===== config.mk =====
export PLATFORM = sky130hd
export DESIGN_NAME = store_mem_unit
export DESIGN_NICKNAME = d
export VERILOG_FILES = /design/src/rtl/store_mem_unit.sv
export SDC_FILE = /design/constraint.sdc
export NUM_CORES = 1
export LEC_CHECK = 0
export ABC_AREA = 1
export CORE_MARGIN = 2
export CORE_UTILIZATION = 45
export DETAILED_ROUTE_END_ITERATION = 16
export PLACE_DENSITY = 0.87
export SLEW_MARGIN = 10
export SYNTH_ARGS = -nofsm -noshare
export SYNTH_HDL_FRONTEND = slang
export SYNTH_SLANG_ARGS = --single-unit

===== constraint.sdc =====
create_clock -name clk -period 3.2 [get_ports clk]
set_input_delay 0.64 -clock clk [delete_from_list [all_inputs] [get_ports clk]]
set_output_delay 0.64 -clock clk [all_outputs]
set_load 0.1 [all_outputs]

===== src/rtl/store_mem_unit.sv =====
// Store execution unit: turns an accepted store into one or two word-aligned
// write beats on the data-memory port, with byte enables and lane-aligned data.
module store_mem_unit #(
    parameter bit ALLOW_MISALIGNED = 1'b1
) (
    input  logic        clk,
    input  logic        reset,
    input  logic        store_valid,
    output logic        store_ready,
    input  logic [2:0]  store_control,
    input  logic [31:0] store_addr,
    input  logic [31:0] store_data,
    output logic        mem_req,
    input  logic        mem_ack,
    output logic [31:0] mem_addr,
    output logic [31:0] mem_wdata,
    output logic [3:0]  mem_be,
    output logic        store_done,
    output logic        store_fault
);
    // Store control encodings shared with the store decoder.
    localparam logic [2:0] STR_NOP = 3'b000;
    localparam logic [2:0] SB      = 3'b001;
    localparam logic [2:0] SH      = 3'b010;
    localparam logic [2:0] SW      = 3'b011;

    typedef enum logic [1:0] {
        IDLE  = 2'd0,
        BEAT0 = 2'd1,
        BEAT1 = 2'd2
    } state_e;

    state_e      state_q;
    logic        mem_req_q;
    logic [31:0] mem_addr_q;
    logic [31:0] mem_wdata_q;
    logic [3:0]  mem_be_q;
    logic        store_done_q;
    logic        store_fault_q;
    logic [3:0]  b1_be_q;
    logic [31:0] b1_wdata_q;

    logic [3:0]  mask;
    logic [7:0]  be8;
    logic [63:0] w64;
    logic        need_b1;
    logic        accept;

    always_comb begin
        mask = 4'b0000;
        case (store_control)
            SB:      mask = 4'b0001;
            SH:      mask = 4'b0011;
            SW:      mask = 4'b1111;
            default: mask = 4'b0000;
        endcase
    end

    assign be8     = {4'b0000, mask} << store_addr[1:0];
    assign w64     = {32'h0000_0000, store_data} << {store_addr[1:0], 3'b000};
    assign need_b1 = |be8[7:4];

    // A store transfers at a rising edge where store_valid and store_ready are
    // both high; a memory beat transfers at a rising edge where mem_req and
    // mem_ack are both high, and mem_addr/mem_wdata/mem_be hold until then.
    assign store_ready = (state_q == IDLE) && !reset;
    assign accept      = store_valid && store_ready;

    always_ff @(posedge clk or posedge reset) begin
        if (reset) begin
            state_q       <= IDLE;
            mem_req_q     <= 1'b0;
            mem_addr_q    <= 32'h0;
            mem_wdata_q   <= 32'h0;
            mem_be_q      <= 4'b0000;
            store_done_q  <= 1'b0;
            store_fault_q <= 1'b0;
            b1_be_q       <= 4'b0000;
            b1_wdata_q    <= 32'h0;
        end else begin
            store_done_q  <= 1'b0;
            store_fault_q <= 1'b0;
            case (state_q)
                IDLE: begin
                    if (accept) begin
                        if (mask == 4'b0000) begin
                            store_done_q <= 1'b1;
                        end else if (need_b1 && !ALLOW_MISALIGNED) begin
                            store_done_q  <= 1'b1;
                            store_fault_q <= 1'b1;
                        end else begin
                            state_q     <= BEAT0;
                            mem_req_q   <= 1'b1;
                            mem_addr_q  <= {store_addr[31:2], 2'b00};
                            mem_be_q    <= be8[3:0];
                            mem_wdata_q <= w64[31:0];
                            b1_be_q     <= be8[7:4];
                            b1_wdata_q  <= w64[63:32];
                        end
                    end
                end
                BEAT0: begin
                    if (mem_ack) begin
                        if (b1_be_q != 4'b0000) begin
                            // Address wraps past the top of memory to word 0.
                            state_q     <= BEAT1;
                            mem_addr_q  <= mem_addr_q + 32'd4;
                            mem_be_q    <= b1_be_q;
                            mem_wdata_q <= b1_wdata_q;
                        end else begin
                            state_q      <= IDLE;
                            mem_req_q    <= 1'b0;
                            mem_be_q     <= 4'b0000;
                            store_done_q <= 1'b1;
                        end
                    end
                end
                BEAT1: begin
                    if (mem_ack) begin
                        state_q      <= IDLE;
                        mem_req_q    <= 1'b0;
                        mem_be_q     <= 4'b0000;
                        store_done_q <= 1'b1;
                    end
                end
                default: state_q <= IDLE;
            endcase
        end
    end

    assign mem_req     = mem_req_q;
    assign mem_addr    = mem_addr_q;
    assign mem_wdata   = mem_wdata_q;
    assign mem_be      = mem_be_q;
    assign store_done  = store_done_q;
    assign store_fault = store_fault_q;
endmodule


# After elaboration in Yosys (flattened, before gate mapping)
# Cells that the tools add are included.
# classes
addsub	1
n_mul	0
div_mod_pow	0
magnitude_cmp	0
eq_ne	11
shift	2
n_mux	35
bitwise_logic	1
n_reduce_logical	13
# op_table
cell	n
two-way mux 32 bit	8
case mux 32 bit (2 select lines)	2
left shift 32 x 5 -> 64 bit	1
adder 32 x 3 -> 32 bit (second input constant)	1
case mux 4 bit (3 select lines)	2
two-way mux 4 bit	5
inequality test 2 bit (second input constant)	6
two-way mux 1 bit	10
two-way mux 2 bit	5
AND reduction 5 bit	2
left shift 4 x 2 -> 8 bit	1
== test 3 x 2 -> 1 bit (second input constant)	2
case mux 1 bit (3 select lines)	2
case mux 2 bit (3 select lines)	1
AND reduction 6 bit	1
zero test 4 bit	1
AND reduction 4 bit	1
nonzero test 4 bit	1
== test 3 x 1 -> 1 bit (second input constant)	1
AND reduction 3 bit	1
nonzero test 3 bit	1
== test 2 x 1 -> 1 bit (second input constant)	1
== test 2 bit (second input constant)	1
logical AND 1 bit	2
4 further kinds	4
# totals
regBits	108
latch_bits	0
mem_bits_rw	0
mem_bits_ro	0
in_bits	71
out_inout_bits	72
elab_cells	71
memories	0

# Logic depth before layout (Yosys ltp)
# Gate-level depths: netlist of run 1.
# logic_depth
ltp_word	6
depth_mapped	12
mapped_depth_nobuf	12

# Worst setup path before layout of run 1
# OpenSTA, ideal clock, no wires.
# synth_path
kind	register -> register
from	reg state_q[0]
to	reg b1_wdata_q[10]
setup_ns	0.083
arrival_time_ns	2.351
t_required_ns	3.117
slack_ns	0.767
stages_incl_launch_ff	12
path_buffers	1
period_less_slack_ns	2.433
cell_sequence	dfrtp_1 > inv_1 > ha_1 > inv_1 > nor2_2 > nand2_1 > inv_1 > nand2_1 > inv_2 > nand2_2 > buf_2 > o21ai_0
# synth_between
elab_chain_cells	4
# synth_rtl
item	line_no	source
from (decl)	33	state_e state_q;
from (signal assigned)	71	state_q <= IDLE;
from (signal assigned)	92	state_q <= BEAT0;
from (signal assigned)	106	state_q <= BEAT1;
zero test 2 bit	66	assign store_ready = (state_q == IDLE) && !reset;
logical AND 1 bit	66	
via store_ready	9	output logic store_ready,
logical AND 1 bit	67	assign accept = store_valid && store_ready;
AND reduction 3 bit (no line)	-	
to (signal assigned)	98	b1_wdata_q <= w64[63:32];
to (decl)	41	logic [31:0] b1_wdata_q;
# The timed path passes the listed nets, and every way through them passes these cells.
# A chain may end at the register's enable or synchronous reset.

# Final worst setup path of run 1
# layout_path
from	in store_addr[0]
to	reg b1_wdata_q[5]
# layout_between
elab_chain_cells	1
# layout_rtl
item	line_no	source
from (decl)	11	input logic [31:0] store_addr,
left shift 32 x 5 -> 64 bit	60	assign w64 = {32'h0000_0000, store_data} << {store_addr[1:0], 3'b000};
# No other way between the ends.

==> summary.md, run 1 <==
| Metric | Value |
|---|---|
| Run status | `completed` |
| H-tree lvl count | `3` |
| RSZ-0062 raised after global routing | `false` |
| Register-to-register setup slack | `about 1.2 ns` |
| Largest clock skew in the final design | `0.00944 ns` |
| Initial core utilization | `a little under half` |
| Total Wirelength | `15.9 mm` |
| Number of standard cells after synthesis | `855` |
| Clock tree from TritonCTS | `built` |
| Sum of negative setup slack | `0 ns` |
| Total of warnings raised by yosys | `0` |
| Final Hold Violating Endpoints | `0` |
| Relative slew slack | `59.8%` |
| Highest metal layer with signal wires | `met4` |
| Endpoint of the worst hold-timing path | `mem_wdata[20]$_DFFE_PP0P_` |
| Worst setup path category | `input pin to register` |
| Critical register-to-register path startpoint | `state_q[1]$_DFFE_PP0P_` |
| Kind of path behind the tightest hold check | `register to register` |
| Worst endpoint required time | `roughly 3.4 ns` |
| Fill cell count | `1,163` |
| Source-to-sink clock delay at the later pin of the worst-skew pair | `0.36 ns` |
| Total number of clock tree sinks | `97` |
| Capturing element type of the critical path | `register` |
| Post-synthesis instance area | `5840 µm²` |
| Post-CTS setup buffers | `0` |
| Antenna diode count | `0` |
| Routed length on met2 | `7.45 mm` |
| Fraction of layout instances using a drive strength above 1 | `12.0%` |
| Max frequency | `between 0.4 and 0.5 GHz` |
| # hold bufs at CTS | `0` |
| Final setup fails | `0` |
| Number of nets with antenna violations after routing | `0` |
| Maximum number of pins on one net before global-route repair | `65` |
| Number of maximum-capacitance violations | `0` |
| Most area-hungry cell type in the Yosys netlist | `sky130_fd_sc_hd__dfrtp_1` |
| Wire length of the first global-routing pass | `27.1 mm` |
| Total area of multi-input combinational cells | `2900 µm²` |
| Launch instance of the worst min-delay path | `mem_wdata[20]$_DFFE_PP0P_` |
| Floorplan die area | `13,900 µm²` |
| Mapped Avg Cell Area | `6.83 µm²` |
| Synthesis-to-finish area growth | `27.5%` |
| Placed Cells | `1,137` |
| Overall global routing resource usage | `23.9%` |
| Count of buffers inserted at the top-level ports | `139` |
| Startpoint types | `input pin` |
| Remaining global-route overflow | `0` |
| Clk pin slew, worst setup/hold paths | `~0.070 ns` |
| Crit Path Max Fanout | `21` |
| Count of non-filler cells in the finished layout | `between 1,000 and 1,500` |
| Leading post-synthesis cells by cell area | `sky130_fd_sc_hd__dfrtp_1 42%, sky130_fd_sc_hd__nand2_1 20%, sky130_fd_sc_hd__nor2_1 6.8%, sky130_fd_sc_hd__o21ai_0 5.4%, sky130_fd_sc_hd__inv_1 4.4%` |
| Die Y | `around 120 µm` |
| Measured slew at the worst slew-check pin | `0.603 ns` |
| Critical path arrival | `2.51 ns` |
| Number of design rule violations left after detail routing | `0` |
| Final Wtd Congestion | `0.934` |
| Final Core Density | `59.0%` |
| Net count reported at finish | `1,053` |
| Count of instances resized after the clock tree is built | `0` |
| Number of antenna violations at the first check in global routing | `0` |
| Maximum buffer depth of the clock tree | `2` |
| Endpoint of the most critical register-to-register path | `mem_be[0]$_DFFE_PP0P_` |
| Number of cells traversed by the worst register-to-register path | `8` |
| Cell count of the worst hold path | `2` |
| Via count of the first global-routing pass | `approximately 5,500` |
| Die extent in x | `between 100 and 150 µm` |
| Post-synthesis sequential area ratio | `41.6%` |
| Number of top-level pins | `143` |
| Cell chosen for the clock root | `sky130_fd_sc_hd__clkbuf_16` |
| Routed wire per std cell | `13.8 µm` |
| Post-synth EDFFs | `0` |
| Post-synth cell types | `34` |
| Met1 wire length | `between 6 and 7 mm` |
| Count of pins over their slew limit | `0` |
| Number of flip-flops and latches in the synthesized netlist | `97` |
| Detail-routed via count per cell | `5.20` |
| Share of the synthesized area in the top cell type | `about 42%` |
| First drt pass iteration count | `5` |
| Worst-case setup margin in the final layout | `roughly 0.9 ns` |
| Most instantiated flip-flop cell in the synthesis netlist | `sky130_fd_sc_hd__dfrtp_1` |
| Placement-stage worst setup slack | `0.621 ns` |
| Share of synthesized flip-flops with an asynchronous set or reset | `between 90% and 100%` |
| Initial DRC count | `501` |
| Site row count | `41` |
| Min Tclk post-route | `approximately 2.3 ns` |
| Period utilization | `71.2%` |
| Core region area | `12,600 µm²` |
| Met3 Wirelength | `roughly 1.2 mm` |
| Number of clock buffers inserted by TritonCTS | `9` |
| Register area | `2430 µm²` |
| Via count of the routed design | `~6,000` |
| Half-perimeter wire length after placement | `roughly 12 mm` |
cell usage in the layout, fill, tap and decap left out, drive strengths merged:
master	synthesis	layout
nand2	313	313
nor2	111	111
dfrtp	97	97
buf	31	82
o21ai	78	78
inv	72	74
clkdlybuf4s50	0	70
nand3	46	46
a21oi	25	25
o22ai	17	17
clkbuf	13	9
mux2i	8	8
a31oi	8	8
or2	7	7
o221ai	6	6
ha	6	6
nand4	4	4
conb	1	3
o211ai	2	2
o21bai	2	2
a22oi	2	2
clkinvlp	0	2
clkinv	0	2
o21a	1	1
a21boi	1	1
xnor2	1	1
xor2	1	1
nand3b	1	1
nor3	1	1
critical path: stages:
cell	delay, ns
sky130_fd_sc_hd__clkdlybuf4s50_1	0.78
sky130_fd_sc_hd__inv_1	0.42
sky130_fd_sc_hd__o21ai_0	0.36
sky130_fd_sc_hd__nor2_1	0.07
sky130_fd_sc_hd__a31oi_1	0.13
sky130_fd_sc_hd__o21ai_0	0.10
flip-flops by register name (all words and copies together), names as in the netlist:
signal      flops
b1_be_q         3
b1_wdata_q     24
mem_addr       30
mem_be          4
mem_req         1
mem_wdata      32
state_q         2
store_done      1
how the worst max path moves through the flow:
stage / start / to / slack [ns]
after floorplan: reset / b1_be_q[0]$_DFFE_PP0P_ / 0.03
after global placement: store_addr[0] / b1_wdata_q[5]$_DFFE_PP0P_ / 0.69
after detailed placement: store_addr[0] / b1_wdata_q[5]$_DFFE_PP0P_ / 0.62
after CTS: state_q[0]$_DFFE_PP0P_ / store_ready / 0.94
after global routing: store_addr[0] / b1_wdata_q[5]$_DFFE_PP0P_ / 0.76
final: store_addr[0] / b1_wdata_q[5]$_DFFE_PP0P_ / 0.92
area by class of cell:
class	instances	area share (%)
well taps	172	2.89
flip-flops and latches	97	32.6
clock buffers	9	3.03
repair buffers	152	18.2
clock inverters	6	0.572
multi-input cells	644	39.0
inverters	72	3.67
synth_stat cells, types with 2 or more instances:
| library cell | instances |
|---|---|
| sky130_fd_sc_hd__a21oi_1 | 25 |
| sky130_fd_sc_hd__a22oi_1 | 2 |
| sky130_fd_sc_hd__a31oi_1 | 8 |
| sky130_fd_sc_hd__buf_2 | 19 |
| sky130_fd_sc_hd__buf_4 | 9 |
| sky130_fd_sc_hd__buf_6 | 3 |
| sky130_fd_sc_hd__clkbuf_1 | 13 |
| sky130_fd_sc_hd__dfrtp_1 | 97 |
| sky130_fd_sc_hd__ha_1 | 6 |
| sky130_fd_sc_hd__inv_1 | 69 |
| sky130_fd_sc_hd__inv_2 | 3 |
| sky130_fd_sc_hd__mux2i_1 | 8 |
| sky130_fd_sc_hd__nand2_1 | 311 |
| sky130_fd_sc_hd__nand2_2 | 2 |
| sky130_fd_sc_hd__nand3_1 | 46 |
| sky130_fd_sc_hd__nand4_1 | 4 |
| sky130_fd_sc_hd__nor2_1 | 105 |
| sky130_fd_sc_hd__nor2_2 | 5 |
| sky130_fd_sc_hd__o211ai_1 | 2 |
| sky130_fd_sc_hd__o21ai_0 | 63 |
| sky130_fd_sc_hd__o21ai_1 | 14 |
| sky130_fd_sc_hd__o21bai_1 | 2 |
| sky130_fd_sc_hd__o221ai_1 | 6 |
| sky130_fd_sc_hd__o22ai_1 | 17 |
| sky130_fd_sc_hd__or2_2 | 7 |
per-layer routing:
| layer | vias to the layer above | global-route usage (%) |
|---|---|---|
| li1 | 2979 | - |
| met1 | 2695 | 32.0 |
| met2 | 276 | 38.0 |
| met3 | 44 | 4.17 |
| met4 | 0 | 10.9 |
| met5 | - | 0 |
per-stage QoR:
step / instance area (µm²) / hold WS [ns]
after global routing: 7440 / 0.518
after CTS: 7440 / 0.489
after detailed placement: 7170 / 0.466
after floorplan: 5840 / 0.453
final: 7440 / 0.484
after global placement: 7170 / 0.466
cells by family (layout without fill, tap and decap cells):
kind of cell / Yosys count / count (layout) / synth area share, %
AO/OA/AOI/OAI: 142 / 142 / 13.5
XOR/XNOR: 2 / 2 / 0.300
adder cells (fa/ha/maj): 6 / 6 / 1.29
buffers and inverters: 116 / 239 / 8.83
flip-flops: 97 / 97 / 41.6
multiplexers: 8 / 8 / 1.37
other: 1 / 3 / 0.0643
AND/OR/NAND/NOR: 483 / 483 / 33.0
Power of run 1 is not shown: default switching activity piles up to over one toggle a cycle in this logic, so the estimate is an artifact.
==> run 2, diff against run 1 <==
CORE_UTILIZATION = 50   (was 45)
PLACE_DENSITY = 0.91   (was 0.87)
clock period = 2.23 ns   (was 3.2 ns; I/O delays follow)
==> run 2 against run 1 <==
  * Worst hold slack better by 0.0020 ns
  * Count of clock-buffer cells in the layout is the same
  * Die area is 9.7% lower
  * Highest routed layer unchanged
==> summary.md, run 2 (synthesis results as in run 1) <==
| Metric | Value |
|---|---|
| Cell chosen for the clock root | `sky130_fd_sc_hd__clkbuf_16` |
| Core region area | `11,400 µm² (-9.5%)` |
| H-tree lvl count | `3 (unchanged)` |
| Number of top-level pins | `143 (unchanged)` |
| Number of maximum-capacitance violations | `0 (unchanged)` |
| Most common cell after layout, fill and taps aside | `sky130_fd_sc_hd__nand2_1` |
| Kind of path behind the tightest hold check | `register to register` |
| Final setup fails | `0 (unchanged)` |
| Post-DP Area | `7240 µm² (+1.0%)` |
| Final Hold Violating Endpoints | `0 (unchanged)` |
| Number of antenna violations at the first check in global routing | `0 (unchanged)` |
| Site row count | `39 (-4.9%)` |
| Flip-flop count of the largest register, all copies and words added | `32 (unchanged)` |
| Count of instances resized after the clock tree is built | `0 (unchanged)` |
| Largest clock skew in the final design | `0.00613 ns (-0.00331 ns)` |
| Sum of negative setup slack | `0 ns (unchanged)` |
| Number of design rule violations left after detail routing | `0 (unchanged)` |
| Wire length of the first global-routing pass | `27.0 mm (-0.48%)` |
| Maximum number of pins on one net before global-route repair | `68 (+4.6%)` |
| Number of clock buffers inserted by TritonCTS | `9 (unchanged)` |
| Half-perimeter wire length after placement | `11.5 mm (-0.42%)` |
| Maximum buffer depth of the clock tree | `2 (unchanged)` |
| RSZ-0062 raised after global routing | `false` |
| Number of nets with antenna violations after routing | `0 (unchanged)` |
| Cell count of the worst hold path | `2 (unchanged)` |
| Total number of clock tree sinks | `97 (unchanged)` |
| Die Y | `112 µm (-5.0%)` |
| Startpoint types | `register` |
| Worst endpoint required time | `1.78 ns (-1.65 ns)` |
| Initial core utilization | `51.1% (+4.9 points)` |
| Count of pins over their slew limit | `0 (unchanged)` |
| Capturing element type of the critical path | `output port` |
| Clock tree from TritonCTS | `built` |
| Most frequent cells in the layout | `311 x sky130_fd_sc_hd__nand2_1, 105 x sky130_fd_sc_hd__nor2_1, 95 x sky130_fd_sc_hd__dfrtp_1, 79 x sky130_fd_sc_hd__buf_4, 70 x sky130_fd_sc_hd__clkdlybuf4s50_1` |
| # hold bufs at CTS | `0 (unchanged)` |
| First drt pass iteration count | `5 (unchanged)` |
| Crit Path Max Fanout | `4 (-81%)` |
| Final std cell area, no fill | `7530 µm² (+1.2%)` |
| Via count of the routed design | `6,070 (+1.3%)` |
| Net count reported at finish | `1,058 (+0.47%)` |
| Critical path arrival | `1.59 ns (-0.92 ns)` |
| Source-to-sink clock delay at the later pin of the worst-skew pair | `0.35 ns (about the same)` |
| Number of cells traversed by the worst register-to-register path | `12 (+4)` |
| Synthesis-to-finish area growth | `29.1%` |
| Antenna diode count | `0 (unchanged)` |
| Worst setup path category | `register to output port` |
| Routed wire per std cell | `14.2 µm (+3.1%)` |
| Via count of the first global-routing pass | `5,665 (+2.4%)` |
| Clk pin slew, worst setup/hold paths | `0.07 ns (about the same)` |
| Period utilization | `91.2%` |
| Post-CTS setup buffers | `0 (unchanged)` |
| Fraction of layout instances using a drive strength above 1 | `12.8% (+0.74 points)` |
| Run status | `completed` |
| Total Wirelength | `16.1 mm (+1.0%)` |
| Detail-routed via count per cell | `5.38 (+3.3%)` |
| Initial DRC count | `539 (+7.6%)` |
| Remaining global-route overflow | `0 (unchanged)` |
| Count of buffers inserted at the top-level ports | `139 (unchanged)` |
| Min Tclk post-route | `2.03 ns` |
| Die extent in x | `112 µm (-5.0%)` |
| Max frequency | `~0.49 GHz` |
| Floorplan die area | `12,600 µm² (-9.7%)` |
| Overall global routing resource usage | `26.3% (+2.4 points)` |
| Final Wtd Congestion | `0.918 (-1.7%)` |
==> run 2: cell types whose count changed in the layout (fill, tap and decap cells not counted), sizes merged <==
cell and delta:
buf +5, clkinvlp +1
==> run 2: final timing paths <==
check	from	slack, ns	endpoint
max in group asynchronous	reset	1.21	b1_wdata_q[0]$_DFFE_PP0P_
min in group asynchronous	reset	0.70	mem_addr[4]$_DFFE_PP0P_
setup / recovery	state_q[0]$_DFFE_PP0P_	0.20	store_ready
hold reg to reg	b1_wdata_q[12]$_DFFE_PP0P_	0.49	b1_wdata_q[12]$_DFFE_PP0P_
setup reg to reg	state_q[0]$_DFFE_PP0P_	0.29	mem_be[2]$_DFFE_PP0P_
hold / removal	b1_wdata_q[12]$_DFFE_PP0P_	0.49	b1_wdata_q[12]$_DFFE_PP0P_
==> run 2: final cells by class <==
cell class / count / area (µm²)
multi-input combinational: 644 / 2910
tap: 143 / 179
inverter: 72 / 274
sequential: 97 / 2430
clock inverter: 7 / 61.3
fill: 991 / 3890
clock buffer: 9 / 225
timing repair buffer: 157 / 1450
==> run 2: metrics by stage <==
step                      util, %  setup slack (ns)  hold WS [ns]  instances
final                        66.0             0.196         0.486       1129
after detailed placement     63.4             0.128         0.471       1113
after floorplan                 -            0.0848         0.453        857
after global placement       63.4             0.157         0.456       1113
after global routing         66.0             0.151         0.512       1129
after CTS                    66.0             0.207         0.490       1129
==> run 2: critical path: stages, from the launching register on <==
cell and delay (ns):
sky130_fd_sc_hd__dfrtp_1 0.41, sky130_fd_sc_hd__inv_1 0.14, sky130_fd_sc_hd__ha_1 0.25, sky130_fd_sc_hd__inv_1 0.11, sky130_fd_sc_hd__nor2_4 0.14, sky130_fd_sc_hd__buf_12 0.19
==> run 2: routing by layer <==
layer  up-vias  wire [µm]  track usage [%]
met3        37       1160             3.73
met2       301       7780             44.2
met4         0        408             10.2
li1       2991          -                -
met5         -          0                0
met1      2741       6710             34.8
Power of run 2 is left out for the same reason.
